==> src/rtl/fetch_if.sv <==
// Fetch unit bus bundle: instruction-memory port plus the control inputs
// and IF/ID outputs exchanged with the rest of the pipeline.
interface fetch_if #(
    parameter int ADDR_WIDTH = 8
);
    logic                  stall;
    logic                  redirect;
    logic [ADDR_WIDTH-1:0] redirect_pc;
    logic [ADDR_WIDTH-1:0] imem_addr;
    logic [31:0]           imem_rdata;
    logic [31:0]           inst;
    logic [ADDR_WIDTH-1:0] inst_pc;
    logic                  inst_valid;
    logic [5:0]            opcode;
    logic [ADDR_WIDTH-1:0] pc_plus1;

    // Fetch unit side.
    modport master (
        input  stall, redirect, redirect_pc, imem_rdata,
        output imem_addr, inst, inst_pc, inst_valid, opcode, pc_plus1
    );

    // Pipeline / memory side.
    modport slave (
        output stall, redirect, redirect_pc, imem_rdata,
        input  imem_addr, inst, inst_pc, inst_valid, opcode, pc_plus1
    );
endinterface

==> src/rtl/fetch_unit.sv <==
// Instruction fetch stage in front of a synchronous ROM. Keeps the next
// fetch address, the address/validity of the word currently on the ROM
// data bus, and the IF/ID pipeline register. Redirects beat stalls and
// insert exactly one bubble; stalls re-present the in-flight address so
// the ROM output stays put.
module fetch_unit #(
    parameter int                    ADDR_WIDTH = 8,
    parameter logic [ADDR_WIDTH-1:0] RESET_PC   = '0,
    parameter logic [5:0]            NOP_OPCODE = 6'b111111
) (
    input  logic   clk,
    input  logic   rst_n,
    fetch_if.master bus
);

    logic [ADDR_WIDTH-1:0] pc_q;
    logic [ADDR_WIDTH-1:0] fetch_pc_q;
    logic                  fetch_v_q;
    logic [31:0]           inst_q;
    logic [ADDR_WIDTH-1:0] inst_pc_q;
    logic                  inst_valid_q;

    // ROM address select: redirect target first, then the held address
    // during a stall, otherwise the sequential next address.
    // NOTE: every output of an always_comb is assigned on every path
    // (here via the final else); a missing branch would infer a latch.
    always_comb begin
        if (bus.redirect) begin
            bus.imem_addr = bus.redirect_pc;
        end else if (bus.stall) begin
            bus.imem_addr = fetch_pc_q;
        end else begin
            bus.imem_addr = pc_q;
        end
    end

    // PC, in-flight fetch tracking and IF/ID register update.
    // NOTE: state registers use non-blocking assignments so every flop
    // samples the pre-edge values of the others, matching hardware.
    always_ff @(posedge clk or negedge rst_n) begin
        if (!rst_n) begin
            pc_q         <= RESET_PC;
            fetch_pc_q   <= RESET_PC;
            fetch_v_q    <= 1'b0;
            inst_q       <= '0;
            inst_pc_q    <= '0;
            inst_valid_q <= 1'b0;
        end else if (bus.redirect) begin
            // Discard the word on the ROM bus; the target is being
            // fetched this edge, so IF/ID takes one bubble.
            pc_q         <= bus.redirect_pc + ADDR_WIDTH'(1);
            fetch_pc_q   <= bus.redirect_pc;
            fetch_v_q    <= 1'b1;
            inst_q       <= '0;
            inst_valid_q <= 1'b0;
        end else if (!bus.stall) begin
            // Wraps naturally at 2^ADDR_WIDTH.
            pc_q         <= pc_q + ADDR_WIDTH'(1);
            fetch_pc_q   <= pc_q;
            fetch_v_q    <= 1'b1;
            inst_q       <= bus.imem_rdata;
            inst_pc_q    <= fetch_pc_q;
            inst_valid_q <= fetch_v_q;
        end
    end

    // IF/ID outputs; the opcode is masked to a NOP whenever the slot is empty.
    assign bus.inst       = inst_q;
    assign bus.inst_pc    = inst_pc_q;
    assign bus.inst_valid = inst_valid_q;
    assign bus.opcode     = inst_valid_q ? inst_q[31:26] : NOP_OPCODE;
    assign bus.pc_plus1   = inst_pc_q + ADDR_WIDTH'(1);

endmodule

==> src/flat_wrapper.sv <==
// flat-port wrapper written by rule: the top's interface ports become plain ports
module fetch_unit_flat 
#(
    parameter int                    ADDR_WIDTH = 8,
    parameter logic [ADDR_WIDTH-1:0] RESET_PC   = '0,
    parameter logic [5:0]            NOP_OPCODE = 6'b111111
)
  (clk, rst_n, bus_stall, bus_redirect, bus_redirect_pc, bus_imem_rdata, bus_imem_addr, bus_inst, bus_inst_pc, bus_inst_valid, bus_opcode, bus_pc_plus1);
  fetch_if #(.ADDR_WIDTH(ADDR_WIDTH)) bus_i ();
  input  logic clk;
  input  logic rst_n;
  input wire logic [$bits(bus_i.stall)-1:0] bus_stall;
  input wire logic [$bits(bus_i.redirect)-1:0] bus_redirect;
  input wire logic [$bits(bus_i.redirect_pc)-1:0] bus_redirect_pc;
  input wire logic [$bits(bus_i.imem_rdata)-1:0] bus_imem_rdata;
  output wire logic [$bits(bus_i.imem_addr)-1:0] bus_imem_addr;
  output wire logic [$bits(bus_i.inst)-1:0] bus_inst;
  output wire logic [$bits(bus_i.inst_pc)-1:0] bus_inst_pc;
  output wire logic [$bits(bus_i.inst_valid)-1:0] bus_inst_valid;
  output wire logic [$bits(bus_i.opcode)-1:0] bus_opcode;
  output wire logic [$bits(bus_i.pc_plus1)-1:0] bus_pc_plus1;
  assign bus_i.stall = bus_stall;
  assign bus_i.redirect = bus_redirect;
  assign bus_i.redirect_pc = bus_redirect_pc;
  assign bus_i.imem_rdata = bus_imem_rdata;
  assign bus_imem_addr = bus_i.imem_addr;
  assign bus_inst = bus_i.inst;
  assign bus_inst_pc = bus_i.inst_pc;
  assign bus_inst_valid = bus_i.inst_valid;
  assign bus_opcode = bus_i.opcode;
  assign bus_pc_plus1 = bus_i.pc_plus1;
  fetch_unit #(.ADDR_WIDTH(ADDR_WIDTH), .RESET_PC(RESET_PC), .NOP_OPCODE(NOP_OPCODE)) u_core (.clk(clk), .rst_n(rst_n), .bus(bus_i));
endmodule
==> config.mk <==
export PLATFORM = sky130hd
export DESIGN_NAME = fetch_unit_flat
export DESIGN_NICKNAME = d
export VERILOG_FILES = /design/src/rtl/fetch_if.sv /design/src/rtl/fetch_unit.sv /design/src/flat_wrapper.sv
export SDC_FILE = /design/constraint.sdc
export NUM_CORES = 1
export LEC_CHECK = 0
export CORE_MARGIN = 4
export CORE_UTILIZATION = 47
export DETAILED_ROUTE_END_ITERATION = 6
export GPL_TIMING_DRIVEN = 0
export PLACE_DENSITY = 0.85
export SYNTH_ARGS = -nofsm -noshare
export SYNTH_HDL_FRONTEND = slang
export SYNTH_SLANG_ARGS = --single-unit
export TNS_END_PERCENT = 1
==> constraint.sdc <==
create_clock -name clk -period 2.46 [get_ports clk]
set_input_delay 0.246 -clock clk [delete_from_list [all_inputs] [get_ports clk]]
set_output_delay 0.246 -clock clk [all_outputs]
set_load 0.005 [all_outputs]
Yosys cells after proc, flatten, opt, wreduce, memory -nomap -nowiden
Cells that the tools add are included.
- logic and storage cells: 24
- register bits after elaboration: 58
- output and inout bits: 63
- add/sub/neg operators: 3
- reductions and logical operators: 1
- equal/unequal tests: 1
- bitwise operators: 2
- multiplexer cells: 11
- operators with widths (kind ; count):
    32-bit 2-to-1 mux ; 2
    8-bit 2-to-1 mux ; 4
    8-bit by 1-bit adder with 8-bit output (second input constant) ; 3
    6-bit 2-to-1 mux ; 1
    1-bit 2-to-1 mux ; 4
    2-bit by 1-bit inequality test with 1-bit output (second input constant) ; 1
    1-bit NOT ; 2
    2-bit AND reduction ; 1

Logic depth before layout (Yosys ltp)
Gate-level depths: netlist (run 1).
- depth in word-level cells: 3
- gate-level depth with buffers: 6
- mapped depth without buffers: 5

Worst setup path after synthesis (run 1)
No wires, ideal clock.
- kind: input port to flip-flop
- start point: input bus_redirect
- end point: register u_core.pc_q[6]
- arrival time: 1.332 ns
- required time: 2.365 ns
- buffers on the path: 1
- library setup time: 0.095 ns
- setup slack: 1.032 ns
- stages: 6
- cells stage by stage: buf_6 -> mux2_4 -> ha_1 -> nand2_1 -> o311a_1 -> o31ai_1
- word-level cells in the longest chain between the ends: 1
- ends and longest elaborated chain (what ; line ; RTL):
    start, declared ; flat_wrapper.sv:13 ; input wire logic [$bits(bus_i.redirect)-1:0] bus_redirect;
    2-bit by 1-bit inequality test with 1-bit output (no source line) / 8-bit 2-to-1 mux (equally long branches) ; -- ;
    end signal, assigned ; fetch_unit.sv:51 ; pc_q <= bus.redirect_pc + ADDR_WIDTH'(1);
    end signal, assigned ; fetch_unit.sv:58 ; pc_q <= pc_q + ADDR_WIDTH'(1);
    end, declared ; fetch_unit.sv:16 ; logic [ADDR_WIDTH-1:0] pc_q;
Parallel ways exist; a longest one is shown, timed or not.
A chain may end at the register's enable or synchronous reset.

Worst setup path after layout (run 1)
- start point: input bus_stall
- end point: output bus_imem_addr[0]
- word-level cells in the longest chain between the ends: 2
- ends and longest elaborated chain (what ; line ; RTL):
    start, declared ; flat_wrapper.sv:12 ; input wire logic [$bits(bus_i.stall)-1:0] bus_stall;
    8-bit 2-to-1 mux ; -- ;
    8-bit 2-to-1 mux ; fetch_unit.sv:28 ; if (bus.redirect) begin
    end, declared ; flat_wrapper.sv:16 ; output wire logic [$bits(bus_i.imem_addr)-1:0] bus_imem_addr;
Every way passes these cells.

==> flow_metrics.py, run 1 <==
metrics = {
    "sta": {
        "drv_slew": 0,
        "skew_ps": 7.44,
        "min_period_ps": 2380,
        "slew_headroom_pct": 64.4,
        "finalCritPeriodShare_pct": 96.8,
        "worst_slew_pin_slew_ps": 535,
        "grt_setup_unrepaired": "true",
        "max_freq_ghz": 0.420,
        "timing_hold_violations_final": 0,
        "setup_viol": 0,
    },
    "grt": {
        "overflow": 0,
        "antenna_found_initial": 0,
        "grt_max_degree": 38,
        "grt_pass1_wl_um": 11900,
        "grt_pass1_vias": 2442,
        "gr-usage-all-layers_pct": 21.1,
    },
    "floorplan": {
        "core.rowCount": 27,
        "die_x_um": 84.8,
        "ios": 107,
        "die_y_um": 84.8,
        "die-area_um2": 7180,
        "start_util_pct": 49.4,
        "core_um2": 5610,
    },
    "drt": {
        "post_drt_wl_per_cell_um": 16.5,
        "wirelength_um": 7220,
        "drtIter0Drc": 111,
        "ant_nets": 0,
        "route.vias.total": 2305,
        "dr.pass1.iters": 4,
        "route.detailed.drc": 0,
        "viasPerCell": 5.25,
    },
    "clock_tree": {
        "clockRootBuffer": "clkbuf_8",
        "numCtsBuffers": 9,
        "clock_sinks": 58,
        "tritoncts": "done",
        "clk_pin_slew_ps": 60,
        "postCtsSetupBuffers": 0,
        "htreeDepth": 3,
        "worstSkewPairLatency_ps": 330,
        "clock_path_buffers": 2,
    },
    "critical_path": {
        "worstReg2RegStart": "u_core.pc_q[1]$_DFFE_PN0P_",
        "endpoint_kind": "output pin",
        "r2r_slack_ps": 890,
        "cp_cell_sequence": "clkdlybuf4s50_1 -> buf_4 -> buf_4 -> a21oi_1 -> a21oi_1 -> clkdlybuf4s50_1",
        "path_depth": 6,
        "critPathLaunch": "bus_stall",
        "startpoint_type": "input port",
        "max_stage_delay_ps": 570,
        "crit_fanout": 10,
        "slowest_stage": "clkdlybuf4s50_1",
        "r2r.worst_path.cells": 5,
        "critPathTopFamily": "buffers and inverters",
        "crit_end": "bus_imem_addr[0]",
        "reg2reg_to": "u_core.pc_q[6]$_DFFE_PN0P_",
        "critPathKind": "in -> out",
        "critPathRequiredTime_ps": 2210,
        "cp.buffers_inverters": 4,
        "arrival_ps": 2140,
    },
    "final_layout": {
        "ff_latch_area_um2": 1450,
        "fin_nets": 408,
        "multi_input_area_um2": 1240,
        "drive_above_1_share_pct": 10.4,
        "n_antenna_cell": 0,
        "area_growth_pct": 49.6,
        "fillerInstances": 419,
        "design_area_um2": 4140,
        "fin_cells": 439,
    },
    "place": {
        "dp_cells": 422,
        "portBuffers": 105,
        "routabilityCongestion": 0.796,
        "dpl.hpwl_um": 5490,
        "placed_area_um2": 3930,
    },
    "power_and_ir_drop": {
        "cellPowerDensity_nw_per_um2": 646,
        "peakVddDrop_uv": 345,
        "p_leak_nw": 1.86,
    },
    "status": {
        "outcome": "finished, final reports clean",
    },
    "synthesis": {
        "syn_nets": 290,
        "synth_cells": 244,
        "synth-seq-cells": 58,
        "synth_edf_count": 0,
        "synth_area_um2": 2770,
        "synth_cell_types": 37,
        "synth_ff_type": "dfrtp_1",
        "yosysSeqAreaShare_pct": 52.4,
        "async_flop_share_pct": 100,
        "synth.avg_cell_area_um2": 11.3,
        "yosysWarnings": 0,
    },
    "hold_path": {
        "hold_path_class": "in -> reg",
    },
    "run": {
        "maxCapViolCount": 0,
    },
}
through the flow:
step           setup slack (ps)  utilization, %  power, mW  TNS, ps  hold slack, ps
2_1_floorplan              1030               -       1.43        0           -49.6
3_3_place_gp               -670            69.7       1.80   -39000             453
3_5_place_dp               -143            70.0       1.84     -666             252
4_1_cts                    28.6            73.8       2.71        0             324
5_1_grt                   -4.91            73.9       2.82    -4.91             368
6_report                   78.3            73.9       2.68        0             351
placed cells by master (no fill, tap or decap), types with 4 or more instances in the layout:
cell type,netlist,routed
clkdlybuf4s50_1,0,104
clkbuf_8,0,10
dfrtp_1,58,58
mux2i_1,43,43
o21ai_0,10,7
mux2_2,7,7
nand2b_1,9,9
clkbuf_1,3,4
xor2_1,4,4
nand2_1,15,15
nand3_1,5,5
xnor2_1,7,7
nor2_1,37,37
cells in the mapped netlist (2+ instances only):
library cell  count  share of area [%]
buf_2             5               0.90
or4b_1            2               0.72
dfrtp_1          58                 52
a21oi_1           3               0.54
nand3_1           5               0.90
nand2b_1          9                2.0
or4_1             2               0.54
mux2_2            7                2.8
nand2_1          15                2.0
ha_1              2               0.90
xor2_1            4                1.3
clkbuf_1          3               0.41
buf_1             2               0.27
mux2i_1          43                 16
nor2_1           37                5.0
nor2b_1           2               0.45
mux2_4            3                1.6
o21ai_0          10                1.8
nand3b_1          2               0.54
o21bai_1          2               0.54
buf_6             2               0.81
inv_1             2               0.27
o311ai_0          2               0.63
xnor2_1           7                2.2
nand4_1           3               0.68
layout make-up:
cell class	count	share of cell area, %
timing repair buffer	107	26.0
clock buffer	11	3.41
multi-input combinational	171	29.9
inverter	3	0.272
clock inverter	5	1.30
tap	72	2.18
sequential	58	35.0
buffer	12	1.87
worst reg2reg max path: stages, from the launching register on:
cell and delay (ps):
dfrtp_1 390, mux2_4 180, ha_1 230, nand2_1 120, o311a_1 300, o31ai_1 250
cells by family (layout without fill, tap and decap cells):
group                    after synthesis  in the layout  share of synthesized area, %
AO/OA/AOI/OAI                         22             22                          5.06
XOR/XNOR                              11             11                          3.48
adder cells (fa/ha/maj)                2              2                         0.904
buffers and inverters                 15            138                          2.80
flip-flops                            58             58                          52.4
multiplexers                          53             53                          20.0
AND/OR/NAND/NOR                       83             83                          15.3
report_power, final:
part	leakage (nW)	switching, mW	internal [mW]
clock network	0.103	0.363	0.492
registers	0.735	0.107	1.06
logic	1.02	0.248	0.412
total	1.86	0.718	1.96
repair_timing:
item,4_1_cts,5_1_grt
gates resized for setup,4,3
hold buffers,1,0
hold endpoints to repair,21,0
setup endpoints to repair,7,5
per-layer routing:
layer,track usage (%),share of wire (%),up-vias
li1,-,-,1076
met1,24.9,40,1129
met2,36.4,52,88
met3,5.10,5.8,12
met4,9.21,2.2,0
met5,0,0,-
state kept, by name, indices dropped and copies added, names as in the netlist:
name / count
u_core.bus.inst_valid: 1
u_core.fetch_v_q: 1
u_core.bus.inst: 32
u_core.bus.inst_pc: 8
u_core.fetch_pc_q: 8
u_core.pc_q: 8
worst min path at each step:
stage,from,end,slack [ps],cells after the start
4_1_cts,bus_redirect,u_core.pc_q[2]$_DFFE_PN0P_,320,3
3_5_place_dp,rst_n,u_core.pc_q[2]$_DFFE_PN0P_,250,1
6_report,bus_redirect,u_core.pc_q[2]$_DFFE_PN0P_,350,3
3_3_place_gp,u_core.fetch_v_q$_DFFE_PN0P_,u_core.fetch_v_q$_DFFE_PN0P_,450,1
5_1_grt,bus_redirect,u_core.pc_q[2]$_DFFE_PN0P_,370,3
2_1_floorplan,rst_n,u_core.bus.inst[0]$_DFFE_PN0P_,-50,0
Power figures use the tool's default switching activity.
==> run 2, diff against run 1 <==
--- a/config.mk
+++ b/config.mk
@@ -5,6 +5,7 @@
 export SDC_FILE = /design/constraint.sdc
 export NUM_CORES = 1
 export LEC_CHECK = 0
+export CAP_MARGIN = 10
 export CORE_MARGIN = 4
 export CORE_UTILIZATION = 47
 export DETAILED_ROUTE_END_ITERATION = 6
==> flow_metrics.py, run 2 (synthesized netlist as in run 1, its figures left out) <==
metrics = {
    "status": {
        "outcome": "finished, final reports clean",
    },
    "clock_tree": {
        "htreeDepth": 3,
        "tritoncts": "done",
        "clk_pin_slew_ps": 60,
        "numCtsBuffers": 9,
        "worstSkewPairLatency_ps": 330,
        "clockRootBuffer": "clkbuf_8",
        "clock_sinks": 58,
        "clock_path_buffers": 2,
    },
    "critical_path": {
        "crit_fanout": 10,
        "critPathLaunch": "bus_stall",
        "critPathKind": "in -> out",
        "arrival_ps": 2140,
        "reg2reg_to": "u_core.pc_q[6]$_DFFE_PN0P_",
        "endpoint_kind": "output pin",
        "critPathRequiredTime_ps": 2210,
        "crit_end": "bus_imem_addr[0]",
        "r2r.worst_path.cells": 5,
        "slowest_stage": "clkdlybuf4s50_1",
        "critPathTopFamily": "buffers and inverters",
        "cp.buffers_inverters": 4,
        "r2r_slack_ps": 890,
        "startpoint_type": "input port",
        "path_depth": 6,
        "cp_cell_sequence": "clkdlybuf4s50_1 -> buf_4 -> buf_4 -> a21oi_1 -> a21oi_1 -> clkdlybuf4s50_1",
        "worstReg2RegStart": "u_core.pc_q[1]$_DFFE_PN0P_",
        "max_stage_delay_ps": 570,
    },
    "sta": {
        "drv_slew": 0,
        "finalCritPeriodShare_pct": 96.8,
        "grt_setup_unrepaired": "true",
        "holdWs_ps": 351,
        "slew_headroom_pct": 64.4,
        "setup_viol": 0,
        "worst_slew_pin_slew_ps": 535,
        "skew_ps": 7.44,
        "max_freq_ghz": 0.420,
        "min_period_ps": 2380,
        "timing_hold_violations_final": 0,
        "finalWorstSetupSlack_ps": 78.3,
    },
    "final_layout": {
        "final_common_cell": "clkdlybuf4s50_1",
        "largest_register_ffs": 32,
        "layout_common_cells": "104 x clkdlybuf4s50_1, 58 x dfrtp_1, 43 x mux2i_1",
        "drive_above_1_share_pct": 10.4,
        "n_antenna_cell": 0,
        "area_growth_pct": 49.6,
        "fillerInstances": 419,
        "fin_nets": 408,
        "multi_input_area_um2": 1240,
        "ff_latch_area_um2": 1450,
        "fin_cells": 439,
    },
    "floorplan": {
        "core.rowCount": 27,
        "die_x_um": 84.8,
        "start_util_pct": 49.4,
        "die_y_um": 84.8,
        "ios": 107,
        "die-area_um2": 7180,
        "core_um2": 5610,
    },
    "drt": {
        "post_drt_wl_per_cell_um": 16.5,
        "wirelength_um": 7220,
        "route.vias.total": 2305,
        "dr.pass1.iters": 4,
        "viasPerCell": 5.25,
        "route.detailed.drc": 0,
        "drtIter0Drc": 111,
        "ant_nets": 0,
    },
    "grt": {
        "grt_max_degree": 38,
        "overflow": 0,
        "grt_pass1_wl_um": 11900,
        "gr-usage-all-layers_pct": 21.1,
        "grt_pass1_vias": 2442,
        "antenna_found_initial": 0,
    },
    "place": {
        "dpl.hpwl_um": 5490,
        "routabilityCongestion": 0.796,
        "dp_slack_ps": -143,
        "dp_cells": 422,
        "portBuffers": 105,
    },
    "power_and_ir_drop": {
        "seqPwrFrac_pct": 43.4,
        "cellPowerDensity_nw_per_um2": 646,
        "peakVddDrop_uv": 345,
        "clockPowerShare_pct": 31.9,
        "power_frac_comb_pct": 24.7,
        "internal_power_mw": 1.96,
        "swShare_pct": 26.8,
        "p_total_mw": 2.68,
        "p_leak_nw": 1.86,
        "power.switching_mw": 0.718,
    },
    "hold_path": {
        "hold_path_class": "in -> reg",
    },
    "run": {
        "maxCapViolCount": 0,
    },
}
[run 2: final cells by class]
class	instances	share of cell area, %
clock inverter	5	1.30
tap	72	2.18
buffer	12	1.87
multi-input combinational	171	29.9
clock buffer	11	3.41
inverter	3	0.272
sequential	58	35.0
timing repair buffer	107	26.0
[run 2: how the worst min path moves through the flow]
stage	startpoint	endpoint	slack [ps]	depth (start not counted)
4_1_cts	bus_redirect	u_core.pc_q[2]$_DFFE_PN0P_	320	3
3_3_place_gp	u_core.fetch_v_q$_DFFE_PN0P_	u_core.fetch_v_q$_DFFE_PN0P_	450	1
2_1_floorplan	rst_n	u_core.bus.inst[0]$_DFFE_PN0P_	-50	0
3_5_place_dp	rst_n	u_core.pc_q[2]$_DFFE_PN0P_	250	1
6_report	bus_redirect	u_core.pc_q[2]$_DFFE_PN0P_	350	3
5_1_grt	bus_redirect	u_core.pc_q[2]$_DFFE_PN0P_	370	3
[run 2: power by group through the flow]
stage	logic (mW)	clock network (mW)	registers, mW
CTS	0.667	0.880	1.16
global placement	0.635	0	1.17
global route	0.717	0.927	1.18
finish	0.660	0.855	1.16
floorplan	0.274	0	1.15
detailed placement	0.660	0	1.18
[run 2: repair_timing]
item	CTS	global route
setup buffers	0	0
resized for setup	4	3
endpoints found under the hold margin	21	0
setup endpoints to repair	7	5
hold buffers	1	0
[run 2: stage by stage]
stage / util, % / TNS, ps / instance area, um2
after floorplan: - / 0 / 2770
after CTS: 73.8 / 0 / 4140
after global placement: 69.7 / -39000 / 3910
after global routing: 73.9 / -4.91 / 4140
final: 73.9 / 0 / 4140
after detailed placement: 70.0 / -666 / 3930
[run 2: worst reg2reg max path: stages, from the launching register on]
cell,delay (ps)
dfrtp_1,390
mux2_4,180
ha_1,230
nand2_1,120
o311a_1,300
o31ai_1,250
[run 2: layer usage]
metal	GRT usage [%]	vias to the layer above	wire length [um]
met5	0	-	0
met4	9.21	0	162
met3	5.10	12	420
met2	36.4	88	3750
met1	24.9	1129	2890
li1	-	1076	-
